## src/rtl/scan_cross_count.sv

```systemverilog
// scan_cross_count: counts stroke edges of a binarized digit along one
// horizontal scan row and four vertical scan columns placed inside the
// digit's bounding box. Counts gathered during one frame are presented
// one cycle after the frame_start that closes it.
module scan_cross_count #(
    parameter int H_ACTIVE = 640,
    parameter int V_ACTIVE = 480
) (
    input  logic       clock,
    input  logic       rst_n,
    input  logic       frame_start,
    input  logic       pix_valid,
    input  logic [9:0] pix_x,
    input  logic [9:0] pix_y,
    input  logic       pix_bin,
    input  logic [9:0] box_x_min,
    input  logic [9:0] box_x_max,
    input  logic [9:0] box_y_min,
    input  logic [9:0] box_y_max,
    input  logic       box_valid,
    output logic [3:0] count_x1,
    output logic [3:0] count_y1,
    output logic [3:0] count_y2,
    output logic [3:0] count_y3,
    output logic [3:0] count_y4,
    output logic       count_valid
);

    localparam logic [10:0] H_LIMIT = 11'(H_ACTIVE);
    localparam logic [10:0] V_LIMIT = 11'(V_ACTIVE);

    // Saturating 4-bit add of a 0..2 increment; counters stick at 15.
    function automatic logic [3:0] sat_add(input logic [3:0] a, input logic [1:0] b);
        logic [4:0] t;
        t = {1'b0, a} + {3'b000, b};
        return (t > 5'd15) ? 4'd15 : t[3:0];
    endfunction

    // Frame bookkeeping and latched bounding box.
    logic       first_q, first_d;
    logic       box_ok_q, box_ok_d;
    logic [9:0] x_min_q, x_min_d;
    logic [9:0] x_max_q, x_max_d;
    logic [9:0] y_min_q, y_min_d;
    logic [9:0] y_max_q, y_max_d;

    // Scan positions derived from the latched box.
    logic [9:0] box_w, box_h;
    logic [9:0] row_q, row_d;
    logic [9:0] col_q [4];
    logic [9:0] col_d [4];

    // Working counters and previous-sample bits.
    logic [3:0] cnt_h_q, cnt_h_d;
    logic [3:0] cnt_v_q [4];
    logic [3:0] cnt_v_d [4];
    logic       prev_h_q, prev_h_d;
    logic [3:0] prev_v_q, prev_v_d;

    // Presented results.
    logic [3:0] out_x1_q, out_x1_d;
    logic [3:0] out_y_q [4];
    logic [3:0] out_y_d [4];
    logic       count_valid_q, count_valid_d;

    // Pixel qualification helpers.
    logic       box_accept;
    logic       in_range;
    logic       pix_use;
    logic       in_x, in_y;
    logic       samp;
    logic       prev_h_eff;
    logic [1:0] inc_h;
    logic       prev_v_eff [4];
    logic [1:0] inc_v [4];

    // Scan row and columns, recomputed every cycle from the latched box so
    // they settle one cycle after a new box is captured.
    always_comb begin
        box_w    = x_max_q - x_min_q;
        box_h    = y_max_q - y_min_q;
        row_d    = y_min_q + (box_h >> 1);
        col_d[0] = x_min_q + (box_w >> 1);
        col_d[1] = x_min_q + (box_w >> 2);
        col_d[2] = x_min_q + (box_w >> 1) + (box_w >> 2);
        col_d[3] = x_min_q + (box_w >> 3);
    end

    // Pixel qualification: in the active area, not coincident with
    // frame_start, and only when a box was latched for this frame.
    always_comb begin
        box_accept = box_valid && (box_x_min <= box_x_max) && (box_y_min <= box_y_max);
        in_range   = ({1'b0, pix_x} < H_LIMIT) && ({1'b0, pix_y} < V_LIMIT);
        pix_use    = pix_valid && !frame_start && in_range && box_ok_q;
        in_x       = (pix_x >= x_min_q) && (pix_x <= x_max_q);
        in_y       = (pix_y >= y_min_q) && (pix_y <= y_max_q);
        samp       = pix_bin && in_x && in_y;
    end

    // Edge counting, frame rollover and result presentation.
    always_comb begin
        first_d       = first_q;
        box_ok_d      = box_ok_q;
        x_min_d       = x_min_q;
        x_max_d       = x_max_q;
        y_min_d       = y_min_q;
        y_max_d       = y_max_q;
        cnt_h_d       = cnt_h_q;
        prev_h_d      = prev_h_q;
        prev_v_d      = prev_v_q;
        out_x1_d      = out_x1_q;
        count_valid_d = 1'b0;
        prev_h_eff    = 1'b0;
        inc_h         = 2'd0;
        for (int k = 0; k < 4; k++) begin
            cnt_v_d[k]    = cnt_v_q[k];
            out_y_d[k]    = out_y_q[k];
            prev_v_eff[k] = 1'b0;
            inc_v[k]      = 2'd0;
        end

        if (pix_use && (pix_y == row_q) && in_x) begin
            prev_h_eff = (pix_x == x_min_q) ? 1'b0 : prev_h_q;
            inc_h      = {1'b0, samp ^ prev_h_eff} + {1'b0, samp && (pix_x == x_max_q)};
            cnt_h_d    = sat_add(cnt_h_q, inc_h);
            prev_h_d   = samp;
        end

        for (int k = 0; k < 4; k++) begin
            if (pix_use && (pix_x == col_q[k]) && in_y) begin
                prev_v_eff[k] = (pix_y == y_min_q) ? 1'b0 : prev_v_q[k];
                inc_v[k]      = {1'b0, samp ^ prev_v_eff[k]} + {1'b0, samp && (pix_y == y_max_q)};
                cnt_v_d[k]    = sat_add(cnt_v_q[k], inc_v[k]);
                prev_v_d[k]   = samp;
            end
        end

        if (frame_start) begin
            if (!first_q) begin
                count_valid_d = 1'b1;
                out_x1_d      = box_ok_q ? cnt_h_q : 4'd0;
                for (int k = 0; k < 4; k++) begin
                    out_y_d[k] = box_ok_q ? cnt_v_q[k] : 4'd0;
                end
            end
            first_d  = 1'b0;
            box_ok_d = box_accept;
            x_min_d  = box_x_min;
            x_max_d  = box_x_max;
            y_min_d  = box_y_min;
            y_max_d  = box_y_max;
            cnt_h_d  = 4'd0;
            prev_h_d = 1'b0;
            prev_v_d = 4'd0;
            for (int k = 0; k < 4; k++) begin
                cnt_v_d[k] = 4'd0;
            end
        end
    end

    // State registers; reset leaves the block waiting for a fresh frame.
    always_ff @(posedge clock or negedge rst_n) begin
        if (!rst_n) begin
            first_q       <= 1'b1;
            box_ok_q      <= 1'b0;
            x_min_q       <= '0;
            x_max_q       <= '0;
            y_min_q       <= '0;
            y_max_q       <= '0;
            row_q         <= '0;
            cnt_h_q       <= '0;
            prev_h_q      <= 1'b0;
            prev_v_q      <= '0;
            out_x1_q      <= '0;
            count_valid_q <= 1'b0;
            for (int k = 0; k < 4; k++) begin
                col_q[k]   <= '0;
                cnt_v_q[k] <= '0;
                out_y_q[k] <= '0;
            end
        end else begin
            first_q       <= first_d;
            box_ok_q      <= box_ok_d;
            x_min_q       <= x_min_d;
            x_max_q       <= x_max_d;
            y_min_q       <= y_min_d;
            y_max_q       <= y_max_d;
            row_q         <= row_d;
            cnt_h_q       <= cnt_h_d;
            prev_h_q      <= prev_h_d;
            prev_v_q      <= prev_v_d;
            out_x1_q      <= out_x1_d;
            count_valid_q <= count_valid_d;
            for (int k = 0; k < 4; k++) begin
                col_q[k]   <= col_d[k];
                cnt_v_q[k] <= cnt_v_d[k];
                out_y_q[k] <= out_y_d[k];
            end
        end
    end

    assign count_x1    = out_x1_q;
    assign count_y1    = out_y_q[0];
    assign count_y2    = out_y_q[1];
    assign count_y3    = out_y_q[2];
    assign count_y4    = out_y_q[3];
    assign count_valid = count_valid_q;

endmodule

```

## config.mk

```make
export PLATFORM = sky130hd
export DESIGN_NAME = scan_cross_count
export DESIGN_NICKNAME = d
export VERILOG_FILES = /design/src/rtl/scan_cross_count.sv
export SDC_FILE = /design/constraint.sdc
export NUM_CORES = 1
export LEC_CHECK = 0
export ABC_CLOCK_PERIOD_IN_PS = 4450
export CAP_MARGIN = 20
export CORE_ASPECT_RATIO = 1.4
export CORE_MARGIN = 2
export CORE_UTILIZATION = 54
export CTS_CLUSTER_DIAMETER = 40
export DETAILED_ROUTE_END_ITERATION = 6
export PLACE_DENSITY = 0.87
export REMOVE_ABC_BUFFERS = 1
export SLEW_MARGIN = 15
export SYNTH_ARGS = -nofsm -noshare
export SYNTH_HDL_FRONTEND = slang
export SYNTH_SLANG_ARGS = --single-unit
```

## constraint.sdc

```tcl
create_clock -name clock -period 4.45 [get_ports clock]
set_input_delay 0.6675 -clock clock [delete_from_list [all_inputs] [get_ports clock]]
set_output_delay 0.6675 -clock clock [all_outputs]
set_load 0.1 [all_outputs]
```

* After elaboration in Yosys (flattened, before gate mapping)
Index checks and enable logic that the tools add are counted. Widths: inputs -> output; s select.
Cells by class: mux-type cells 31, $lt $le $gt $ge 13, bitwise operators 6, equality and inequality tests 9, reduce and logical (&&, ||, !) cells 29, add/sub/neg operators 17
Operator list (number):
- $eq 10x10->1 | 9
- $mux 4 | 17
- $le 10x10->1 | 4
- $add 4x2->5 | 5
- $gt 5x4->1 const B | 5
- $logic_and 1x1->1 | 22
- $add 10x8->10 | 2
- $add 10x9->10 | 2
- $ge 10x10->1 | 2
- $sub 10x10->10 | 2
- $mux 16 | 1
- $mux 1 | 13
- $add 1x1->2 | 5
- $add 10x7->10 | 1
- $lt 10x10->1 const B | 1
- $lt 10x9->1 const B | 1
- $reduce_bool 2->1 | 5
- $xor 1x1->1 | 5
- $reduce_and 2->1 | 1
- $logic_not 1->1 | 1
- $not 1->1 | 1
Word-level totals: input port bits 66, output and inout port bits 21, bits in registers 138, word-level logic and storage cells 132

* Logic depth before layout (Yosys ltp)
Gate-level depths: netlist of run 1.
depth after elaboration 11, depth in mapped cells 19, gate-level depth less buffers 19

* Worst setup path after synthesis of run 1
OpenSTA, ideal clock, no wires.
path type reg2reg, start point register x_min_q[1], end point register col_q[19] (netlist name), library setup time 0.123 ns, cell stages (with the launch flop) 20, data arrival time 3.785 ns, path buffers 0, clock period less this slack 3.907 ns, slack 0.543 ns, required time 4.327 ns, cells stage by stage dfrtp_1 inv_1 fa_1 a21o_1 a21oi_1 nor2b_1 o21a_1 nor2_1 xnor2_1 ha_1 a211o_1 a31oi_1 nor2_1 xor2_1 ha_1 o21a_1 nor2_1 a21oi_1 nand2_1 xnor2_1
RTL lines:
- from (decl) | RTL line 42 | logic [9:0] x_min_q, x_min_d;
- from (signal assigned) | RTL line 184 | x_min_q <= x_min_d;
- to (signal, indexed assignment) | RTL line 195 | col_q[k] <= col_d[k];
- to (decl) | RTL line 50 | logic [9:0] col_q [4];

==> results of run 1 <==
-- critical path, stage by stage (launching register included) --
cell and delay, ns:
sky130_fd_sc_hd__dfrtp_2 0.40, sky130_fd_sc_hd__clkinvlp_4 0.14, sky130_fd_sc_hd__fa_1 0.49, sky130_fd_sc_hd__a21o_1 0.20, sky130_fd_sc_hd__a21oi_2 0.20, sky130_fd_sc_hd__nor2b_1 0.10, sky130_fd_sc_hd__o21a_1 0.21, sky130_fd_sc_hd__nor2_1 0.14
sky130_fd_sc_hd__xnor2_1 0.18, sky130_fd_sc_hd__ha_1 0.34, sky130_fd_sc_hd__a211o_1 0.33, sky130_fd_sc_hd__a31oi_2 0.25, sky130_fd_sc_hd__nor2_1 0.10, sky130_fd_sc_hd__xor2_1 0.16, sky130_fd_sc_hd__ha_1 0.32, sky130_fd_sc_hd__o21a_1 0.12
sky130_fd_sc_hd__nor2_1 0.04, sky130_fd_sc_hd__a21oi_1 0.12, sky130_fd_sc_hd__nand2_1 0.09, sky130_fd_sc_hd__xnor2_1 0.14
-- state kept, by name (all words and copies together), names as in the netlist --
name,cells
box_ok_q,1
y_min_q,10
col_q,40
count_valid,1
row_q,10
cnt_h_q,4
count_y4,4
count_x1,4
x_max_q,10
count_y1,4
y_max_q,10
prev_v_q,4
prev_h_q,1
count_y3,4
cnt_v_q,16
count_y2,4
x_min_q,10
first_q,1
-- cells in the mapped netlist (5+ instances only) --
| library cell | number |
|---|---|
| sky130_fd_sc_hd__mux2i_1 | 7 |
| sky130_fd_sc_hd__a21o_1 | 15 |
| sky130_fd_sc_hd__nand2b_1 | 15 |
| sky130_fd_sc_hd__nor4_1 | 12 |
| sky130_fd_sc_hd__nor2_1 | 44 |
| sky130_fd_sc_hd__a31o_2 | 6 |
| sky130_fd_sc_hd__nor2b_1 | 16 |
| sky130_fd_sc_hd__ha_1 | 122 |
| sky130_fd_sc_hd__nor3_1 | 16 |
| sky130_fd_sc_hd__inv_1 | 95 |
| sky130_fd_sc_hd__o31ai_1 | 11 |
| sky130_fd_sc_hd__and4_1 | 5 |
| sky130_fd_sc_hd__fa_1 | 12 |
| sky130_fd_sc_hd__xor2_1 | 67 |
| sky130_fd_sc_hd__o21ai_0 | 70 |
| sky130_fd_sc_hd__o211ai_1 | 7 |
| sky130_fd_sc_hd__clkbuf_1 | 17 |
| sky130_fd_sc_hd__xnor2_1 | 38 |
| sky130_fd_sc_hd__dfrtp_1 | 137 |
| sky130_fd_sc_hd__nand4_1 | 19 |
| sky130_fd_sc_hd__mux2_2 | 5 |
| sky130_fd_sc_hd__nand2_1 | 101 |
| sky130_fd_sc_hd__a21oi_1 | 66 |
| sky130_fd_sc_hd__o21bai_1 | 5 |
| sky130_fd_sc_hd__a31oi_1 | 9 |
| sky130_fd_sc_hd__buf_1 | 5 |
| sky130_fd_sc_hd__a211oi_1 | 5 |
| sky130_fd_sc_hd__o21a_1 | 17 |
| sky130_fd_sc_hd__nand3_1 | 13 |
-- power by group through the flow --
stage               Clock (µW)  Combinational [µW]  Sequential, µW
CTS                       1530                2280            1680
global placement             0                2140            1690
global route              1590                2590            1710
floorplan                    0                1660            1670
finish                    1530                2300            1680
detailed placement           0                2230            1700
-- per-stage QoR --
| step | cell area (µm²) | total power (µW) |
|---|---|---|
| 3_5_place_dp | 10800 | 3940 |
| 3_3_place_gp | 10800 | 3830 |
| 5_1_grt | 11500 | 5880 |
| 6_report | 11500 | 5510 |
| 4_1_cts | 11500 | 5490 |
| 2_1_floorplan | 9500 | 3330 |
-- what timing repair did --
item                       in CTS  in global routing
hold buffers                    0                  0
pin swaps                       0                  1
resized for setup               2                  4
buffers inserted                0                  4
setup endpoints to repair       2                 15
-- area by class of cell --
| cell class | count | area [µm²] | share of cell area [%] |
|---|---|---|---|
| Inverter | 97 | 368 | 3.19 |
| Multi-Input combinational cell | 753 | 5690 | 49.3 |
| Clock inverter | 13 | 183 | 1.58 |
| Clock buffer | 19 | 443 | 3.84 |
| Sequential cell | 138 | 3460 | 30.0 |
| Timing Repair Buffer | 115 | 1090 | 9.49 |
| Tap cell | 236 | 295 | 2.56 |
-- per-layer routing --
| metal | GRT usage [%] | routed length (µm) | part of all wire, % |
|---|---|---|---|
| met1 | 31.3 | 9190 | 37 |
| met2 | 48.8 | 12800 | 51 |
| met3 | 5.11 | 1300 | 5.2 |
| met5 | 0 | 0 | 0 |
| met4 | 18.3 | 1640 | 6.6 |
-- logic make-up (layout without fill, tap and decap cells) --
kind of cell | after synthesis | count (layout) | synth area share, %
adder cells (fa/ha/maj) | 134 | 134 | 18.4
flip-flops | 138 | 138 | 36.0
buffers and inverters | 121 | 244 | 4.82
XOR/XNOR | 105 | 105 | 9.58
multiplexers | 16 | 16 | 1.79
AO/OA/AOI/OAI | 242 | 242 | 16.6
AND/OR/NAND/NOR | 256 | 256 | 12.8
-- path summary, 6_finish.rpt --
check                            start          end  slack, ns
max                         x_min_q[1]    col_q[19]       0.27
min                              rst_n    col_q[30]       0.10
max reg2reg                 x_min_q[1]    col_q[19]       0.27
min reg2reg                count_y2[0]  count_y2[0]       0.48
max in group asynchronous        rst_n   x_min_q[5]       3.23
min in group clock         count_y2[0]  count_y2[0]       0.48
==> flow_summary_export.csv, run 1 <==
group,metric,value,unit
sta,setup_viol,0,
floorplan,rows,57,
cells_and_area,fillCellCount,1341,
placement,io_buffers,86,
floorplan,die_w,117,µm
global_route,global_route_wire_length_before_repair,40800,µm
route,routed-via-count,7983,
synth,synth_flop_cell,"sky130_fd_sc_hd__dfrtp_1",
pwr,power_frac_comb,41.7,%
global_route,antenna_violations_before_repair,0,
clock_tree,clk_latency,0.44,ns
global_route,grt.overflow.total,0,
pwr,p_sw_share,36.8,%
pwr,cellInternalPower,3480,µW
global_route,grt_start_max_net_pins,110,
cells_and_area,final_cell_mix,"sky130_fd_sc_hd__dfrtp_1 (135), sky130_fd_sc_hd__ha_1 (122), sky130_fd_sc_hd__nand2_1 (101), sky130_fd_sc_hd__inv_1 (94), sky130_fd_sc_hd__clkdlybuf4s50_1 (84)",
sta,timing.clock.skew,0.00715,ns
route,drt-pass1-iter-count,5,
floorplan,die_y,162,µm
pwr,leakage,0.00533,µW
critical_path,timing_worst_setup_path_type,"register to register",
synth,synth_async_sr_flop_share,100,%
clock_tree,tritoncts,"yes",
min_path,hold_path_class,"primary input to asynchronous set/reset pin",
route,vias_per_cell,5.82,
global_route,groute.usage.overall,28.2,%
route,drc_errors,0,
synth,synth_area,9600,µm²
pwr,clkPwrFrac,27.7,%
critical_path,timing.critical_path.required,4.77,ns
cells_and_area,drive_above_1_share,7.93,%
sta,fin_hold_ws,0.101,ns
route,drt.antenna.violating_nets,0,
status,status,"complete, no violations",
placement,gp_congestion,0.930,
sta,final_min_period_over_clock_period,93.9,%
placement,dp.cells,1334,
route,drt_iter0_markers,634,
sta,tns,0,ns
cells_and_area,final-instance-count-excl-fill,1371,
synth,syn_inst,1012,
critical_path,endpoint_kind,"register",
sta,period_needed,4.18,ns
synth,yosysWarningCount,0,
clock_tree,tritoncts.num_buffers,17,
clock_tree,clock_path_buffers,2,
pwr,power.share.sequential,30.5,%
cells_and_area,syn_to_final_growth,20.2,%
floorplan,ioPinCount,87,
critical_path,setup.worst_path.start_class,"register",
critical_path,crit_path_max_fanout,5,
synth,yosysUniqueCellTypes,60,
clock_tree,worst_setup_hold_path_clk_slew,0.06,ns
synth,synth_seq_area_share,36.0,%
cells_and_area,final_antenna_diode_count,0,
critical_path,worst_r2r_path_depth,19,
route,wl_per_cell,18.2,µm
synth,yosysTopAreaCellShare,35.7,%
placement,dp_hpwl,18700,µm
sta,timing.final.max_slew_violations,0,
sta,timing_worst_slew_pin_value,0.971,ns
synth,syn_avg_cell_area,9.48,µm²
global_route,grt_pass1_vias,8403,
sta,final_hold_viol_count,0,
cells_and_area,mostFrequentLayoutCell,"sky130_fd_sc_hd__dfrtp_1",
floorplan,initial_core_util,55.1,%
cells_and_area,post-route-util,66.3,%
synth,edff_count_synth,0,
sta,layout_setup_ws,0.273,ns
sta,maxSlewHeadroom,35.1,%
synth,yosys.area.top_type,"sky130_fd_sc_hd__dfrtp_1",
synth,synth_top_cells_by_area,"sky130_fd_sc_hd__dfrtp_1 (36%), sky130_fd_sc_hd__ha_1 (16%), sky130_fd_sc_hd__xor2_1 (6.1%), sky130_fd_sc_hd__nand2_1 (4.0%), sky130_fd_sc_hd__inv_1 (3.7%)",
clock_tree,clock-root-buffer,"sky130_fd_sc_hd__clkbuf_16",
cells_and_area,nets,1322,
clock_tree,htree_levels,4,
sta,max_freq,0.239,GHz
floorplan,die-area,18900,µm²
route,finalWirelength,24900,µm
pwr,peakVddDrop,0.000359,V
synth,total_of_flip_flops_plus_latches_after_synthesis,138,
critical_path,critical_path_arrival,4.50,ns
placement,pre_cts_slack,-0.136,ns
clock_tree,clock_sink_count,138,
pwr,powerDensity,478,nW/µm²
pwr,total_switching_power,2030,µW
job,drv.max_cap_violation_count,0,
floorplan,fp.coreArea,17400,µm²
Power figures use the tool's default switching activity.
==> run 2: changes to the inputs <==
--- a/config.mk
+++ b/config.mk
@@ -9,10 +9,10 @@
 export CAP_MARGIN = 20
 export CORE_ASPECT_RATIO = 1.4
 export CORE_MARGIN = 2
-export CORE_UTILIZATION = 54
+export CORE_UTILIZATION = 59
 export CTS_CLUSTER_DIAMETER = 40
 export DETAILED_ROUTE_END_ITERATION = 6
-export PLACE_DENSITY = 0.87
+export PLACE_DENSITY = 0.92
 export REMOVE_ABC_BUFFERS = 1
 export SLEW_MARGIN = 15
 export SYNTH_ARGS = -nofsm -noshare
==> flow_summary_export.csv, run 2 (synthesis gave the netlist of run 1 again) <==
group,metric,value,unit
critical_path,crit_slowest_cell,"sky130_fd_sc_hd__fa_1",
route,finalWirelength,27100,µm
critical_path,cp_slowest_stage_delay,0.42,ns
critical_path,crit_top_cell,"sky130_fd_sc_hd__nor2_1",
critical_path,rr_endpoint,"col_q[18]",
clock_tree,worst_setup_hold_path_clk_slew,0.06,ns
pwr,peakVddDrop,0.000312,V
critical_path,setup.worst_path.start_class,"register",
sta,period_needed,4.27,ns
pwr,power.share.sequential,29.2,%
global_route,grt_start_max_net_pins,58,
critical_path,worst_r2r_path_depth,18,
pwr,powerDensity,504,nW/µm²
floorplan,die-area,17300,µm²
sta,timing.final.max_slew_violations,0,
clock_tree,clock-root-buffer,"sky130_fd_sc_hd__clkbuf_16",
clock_tree,holdBufCountCts,0,
pwr,clkPwrFrac,28.8,%
placement,dp_hpwl,19100,µm
route,drt-pass1-iter-count,5,
critical_path,endpoint_kind,"register",
clock_tree,tritoncts.num_buffers,17,
critical_path,regToRegSetupSlack,0.18,ns
route,wl_per_cell,20.4,µm
sta,maxSlewHeadroom,35.3,%
global_route,groute.usage.overall,31.8,%
placement,io_buffers,86,
critical_path,timing_worst_setup_path_type,"register to register",
critical_path,crit_path_max_fanout,5,
placement,gp_congestion,0.918,
floorplan,rows,55,
sta,tns,0,ns
clock_tree,post-cts-setup-buffers,0,
route,routed-via-count,8350,
route,vias_per_cell,6.27,
sta,setup_viol,0,
cells_and_area,largest-register,"col_q",
critical_path,timing.critical_path.required,4.76,ns
sta,final_hold_viol_count,0,
sta,timing.clock.skew,0.00896,ns
global_route,global_route_wire_length_before_repair,43200,µm
pwr,leakage,0.00535,µW
critical_path,critical_path.cell_chain,"nand2b_1 -> fa_1 -> a21o_1 -> a21oi_2 -> nor2b_1 -> o21a_1 -> nor2_1 -> xnor2_1 -> ha_1 -> a211o_1 -> a31oi_1 -> nor2_1 -> xor2_1 -> ha_1 -> o21a_1 -> nor2_1 -> a21oi_1 -> xor2_1",
global_route,grt.overflow.total,0,
pwr,cellInternalPower,3640,µW
clock_tree,htree_levels,4,
floorplan,initial_core_util,59.9,%
clock_tree,clock_sink_count,138,
sta,final_min_period_over_clock_period,95.8,%
job,drv.max_cap_violation_count,0,
cells_and_area,drive_above_1_share,7.42,%
critical_path,critical_path_arrival,4.58,ns
pwr,p_sw_share,37.1,%
sta,timing_worst_slew_pin_value,0.968,ns
clock_tree,clock_path_buffers,2,
cells_and_area,syn_to_final_growth,19.7,%
cells_and_area,nets,1319,
pwr,fin_total_pwr,5800,µW
floorplan,die_y,155,µm
cells_and_area,mostFrequentLayoutCell,"sky130_fd_sc_hd__dfrtp_1",
clock_tree,clk_latency,0.44,ns
pwr,power_frac_comb,42.1,%
floorplan,ioPinCount,87,
global_route,grt_pass1_vias,8657,
cells_and_area,top_regs,"col_q x40, cnt_v_q x16",
floorplan,fp.coreArea,16000,µm²
global_route,antenna_violations_before_repair,0,
route,drt.antenna.violating_nets,0,
sta,max_freq,0.234,GHz
floorplan,die_w,112,µm
status,status,"complete, no violations",
clock_tree,tritoncts,"yes",
critical_path,r2r-start,"x_max_q[0]",
route,drt_iter0_markers,716,
cells_and_area,flip_flop_count_of_the_largest_register_after_layout,40,
cells_and_area,final_cell_mix,"sky130_fd_sc_hd__dfrtp_1 (137), sky130_fd_sc_hd__ha_1 (122), sky130_fd_sc_hd__nand2_1 (101), sky130_fd_sc_hd__inv_1 (95), sky130_fd_sc_hd__clkdlybuf4s50_1 (84)",
cells_and_area,post-route-util,71.7,%
cells_and_area,final_antenna_diode_count,0,
route,drc_errors,0,
pwr,total_switching_power,2150,µW
min_path,hold_path_class,"primary input to asynchronous set/reset pin",
sta,grt_setup_unrepaired,"false",
-- run 2: worst max path at each step --
stage	startpoint	end	slack [ns]	cells after the start
detailed placement	pix_x[7]	cnt_v_q[6]	-0.02	14
global route	x_max_q[0]	col_q[19]	0.01	19
floorplan	x_min_q[1]	col_q[19]	0.54	19
finish	x_max_q[0]	col_q[18]	0.18	18
global placement	pix_x[7]	cnt_v_q[6]	0.12	14
CTS	x_max_q[0]	col_q[19]	0.22	19
-- run 2: final cells by class --
type,count,area (µm²)
Sequential cell,138,3450
Multi-Input combinational cell,753,5690
Clock buffer,19,443
Timing Repair Buffer,112,1050
Inverter,97,364
Clock inverter,13,238
Tap cell,199,249
Fill cell,1045,4540
-- run 2: routing by layer --
metal  GRT usage (%)  up-vias  wire length, µm
li1                -     3759                -
met1            34.1     4024             9730
met2            56.1      431            14000
met3            6.04      136             1460
met4            22.6        0             1920
met5               0        -                0
-- run 2: power groups by stage --
stage	Combinational (µW)	Sequential [µW]	Clock, µW
after floorplan	1660	1670	0
after global placement	2120	1680	0
after detailed placement	2240	1700	0
after CTS	2370	1680	1660
after global routing	2630	1700	1710
final	2440	1690	1670
-- run 2: per-stage QoR --
step                      cells  hold slack (ns)  setup WS, ns  area, µm²
after floorplan             988            0.372         0.543       9500
after global placement     1299            0.460         0.119      10800
after detailed placement   1299            0.475       -0.0175      10800
after CTS                  1331            0.130         0.221      11500
after global routing       1331            0.149        0.0123      11500
final                      1331            0.122         0.185      11500
-- run 2: critical path: cells and delay by family, from the launching register on --
kind | cells | cell delay (ns)
flip-flops | 1 | 0.40
AND/OR/NAND/NOR | 5 | 0.69
AO/OA/AOI/OAI | 7 | 1.39
adder cells (fa/ha/maj) | 3 | 1.07
XOR/XNOR | 3 | 0.58
-- run 2: timing repair --
action | in CTS | in global routing
endpoints found under the hold margin | 0 | 0
setup endpoints to repair | 0 | 4
gates resized for setup | 0 | 2
==> run 3: changes to the inputs <==
--- a/config.mk
+++ b/config.mk
@@ -7,7 +7,6 @@
 export LEC_CHECK = 0
 export ABC_CLOCK_PERIOD_IN_PS = 4450
 export CAP_MARGIN = 20
-export CORE_ASPECT_RATIO = 1.4
 export CORE_MARGIN = 2
 export CORE_UTILIZATION = 59
 export CTS_CLUSTER_DIAMETER = 40
@@ -18,3 +17,4 @@
 export SYNTH_ARGS = -nofsm -noshare
 export SYNTH_HDL_FRONTEND = slang
 export SYNTH_SLANG_ARGS = --single-unit
+export TNS_END_PERCENT = 100
==> flow_summary_export.csv, run 3 (synthesis gave the netlist of run 1 again) <==
group,metric,value,unit
status,status,"complete, no violations",
route,finalWirelength,25300,µm
global_route,antenna_violations_before_repair,1,
clock_tree,tritoncts.num_buffers,17,
clock_tree,tritoncts,"yes",
route,vias_per_cell,5.99,
clock_tree,clock-root-buffer,"sky130_fd_sc_hd__clkbuf_16",
critical_path,critical_path_arrival,4.54,ns
placement,gp_congestion,0.918,
cells_and_area,flip_flop_count_of_the_largest_register_after_layout,40,
cells_and_area,drive_above_1_share,7.16,%
sta,timing.final.max_slew_violations,0,
cells_and_area,mostFrequentLayoutCell,"sky130_fd_sc_hd__dfrtp_1",
clock_tree,post_cts.resized_instances,0,
route,drt-pass1-iter-count,7,
floorplan,ioPinCount,87,
route,wl_per_cell,18.7,µm
critical_path,endpoint_kind,"register",
cells_and_area,top_regs,"col_q x40, cnt_v_q x16",
floorplan,fp.coreArea,15900,µm²
critical_path,timing_worst_setup_path_type,"register to register",
cells_and_area,nets,1319,
clock_tree,htree_levels,4,
sta,final_min_period_over_clock_period,95.1,%
floorplan,initial_core_util,60.4,%
clock_tree,worst_setup_hold_path_clk_slew,0.06,ns
cells_and_area,final_cell_mix,"sky130_fd_sc_hd__dfrtp_1 (137), sky130_fd_sc_hd__ha_1 (122), sky130_fd_sc_hd__nand2_1 (101), sky130_fd_sc_hd__inv_1 (95), sky130_fd_sc_hd__clkdlybuf4s50_1 (84)",
clock_tree,clk_latency,0.43,ns
floorplan,rows,46,
clock_tree,holdBufCountCts,0,
cells_and_area,final-instance-count-excl-fill,1349,
global_route,groute.usage.overall,30.2,%
clock_tree,clock_path_buffers,2,
floorplan,die_y,132,µm
sta,grt_setup_unrepaired,"false",
min_path,hold_path_class,"primary input to asynchronous set/reset pin",
cells_and_area,syn_to_final_growth,19.3,%
sta,maxSlewHeadroom,33.8,%
pwr,peakVddDrop,0.000490,V
global_route,global_route_wire_length_before_repair,41500,µm
clock_tree,post-cts-setup-buffers,0,
critical_path,setup.worst_path.start_class,"register",
pwr,leakage,0.00532,µW
clock_tree,clock_sink_count,138,
global_route,grt.overflow.total,0,
global_route,grt_start_max_net_pins,70,
sta,period_needed,4.23,ns
floorplan,die-area,17300,µm²
sta,timing.clock.skew,0.00969,ns
sta,final_hold_viol_count,0,
sta,timing_worst_slew_pin_value,0.990,ns
critical_path,crit_path_max_fanout,6,
cells_and_area,largest-register,"col_q",
pwr,powerDensity,481,nW/µm²
route,routed-via-count,8083,
sta,max_freq,0.236,GHz
placement,dp.cells,1316,
pwr,fin_total_pwr,5510,µW
critical_path,timing.critical_path.required,4.76,ns
placement,io_buffers,86,
job,drv.max_cap_violation_count,0,
floorplan,die_w,132,µm
route,drt_iter0_markers,701,
placement,dp_hpwl,18600,µm
route,drt.antenna.violating_nets,0,
global_route,grt_pass1_vias,8400,
cells_and_area,post-route-util,72.1,%
sta,setup_viol,0,
sta,tns,0,ns
route,drc_errors,0,
run 3: metrics by stage:
step                      instance area [µm²]  worst slack [ns]  hold slack [ns]
after floorplan                          9500             0.543            0.372
after global placement                  10800             0.183            0.462
after detailed placement                10800           0.00850            0.472
after CTS                               11400             0.234            0.267
after global routing                    11400            0.0694            0.287
final                                   11400             0.219            0.233
run 3: path summary, 6_finish.rpt:
kind	startpoint	to	slack, ns	depth (start not counted)
setup / recovery	x_min_q[0]	col_q[19]	0.22	19
hold / removal	rst_n	y_max_q[3]	0.23	1
setup reg to reg	x_min_q[0]	col_q[19]	0.22	19
hold reg to reg	count_y3[3]	count_y3[3]	0.48	2
max in group asynchronous	rst_n	col_q[39]	3.26	2
min in group clock	count_y3[3]	count_y3[3]	0.48	2
run 3: final cells by class:
cell class | count | area, µm²
inverter | 97 | 364
clock inverter | 13 | 190
clock buffer | 19 | 433
timing repair buffer | 112 | 1050
antenna | 1 | 2.50
tap | 216 | 270
fill | 1088 | 4440
sequential | 138 | 3450
multi-input combinational | 753 | 5680
run 3: power by group:
part           total [µW]  switching, µW  internal, µW  leakage [µW]
Sequential           1690            149          1540       0.00173
Clock                1530            585           943      0.000302
Combinational        2290           1270          1020       0.00329
Total                5510           2010          3500       0.00532
run 3: metal layers:
metal	GRT usage, %	share of wire [%]
met1	36.4	40
met2	51.2	49
met3	5.17	6.0
met4	17.0	4.8
met5	0	0
run 3: critical path: stages (launching register included):
cell	delay (ns)
sky130_fd_sc_hd__dfrtp_1	0.48
sky130_fd_sc_hd__nand2b_1	0.13
sky130_fd_sc_hd__fa_1	0.41
sky130_fd_sc_hd__a21o_1	0.18
sky130_fd_sc_hd__a21oi_1	0.28
sky130_fd_sc_hd__nor2b_1	0.09
sky130_fd_sc_hd__o21a_1	0.20
sky130_fd_sc_hd__nor2_1	0.11
sky130_fd_sc_hd__xnor2_1	0.17
sky130_fd_sc_hd__ha_1	0.34
sky130_fd_sc_hd__a211o_1	0.31
sky130_fd_sc_hd__a31oi_1	0.27
sky130_fd_sc_hd__nor2_1	0.10
sky130_fd_sc_hd__xor2_1	0.17
sky130_fd_sc_hd__ha_1	0.32
sky130_fd_sc_hd__o21a_1	0.12
sky130_fd_sc_hd__nor2_1	0.04
sky130_fd_sc_hd__a21oi_1	0.13
sky130_fd_sc_hd__nand2_1	0.10
sky130_fd_sc_hd__xnor2_1	0.14
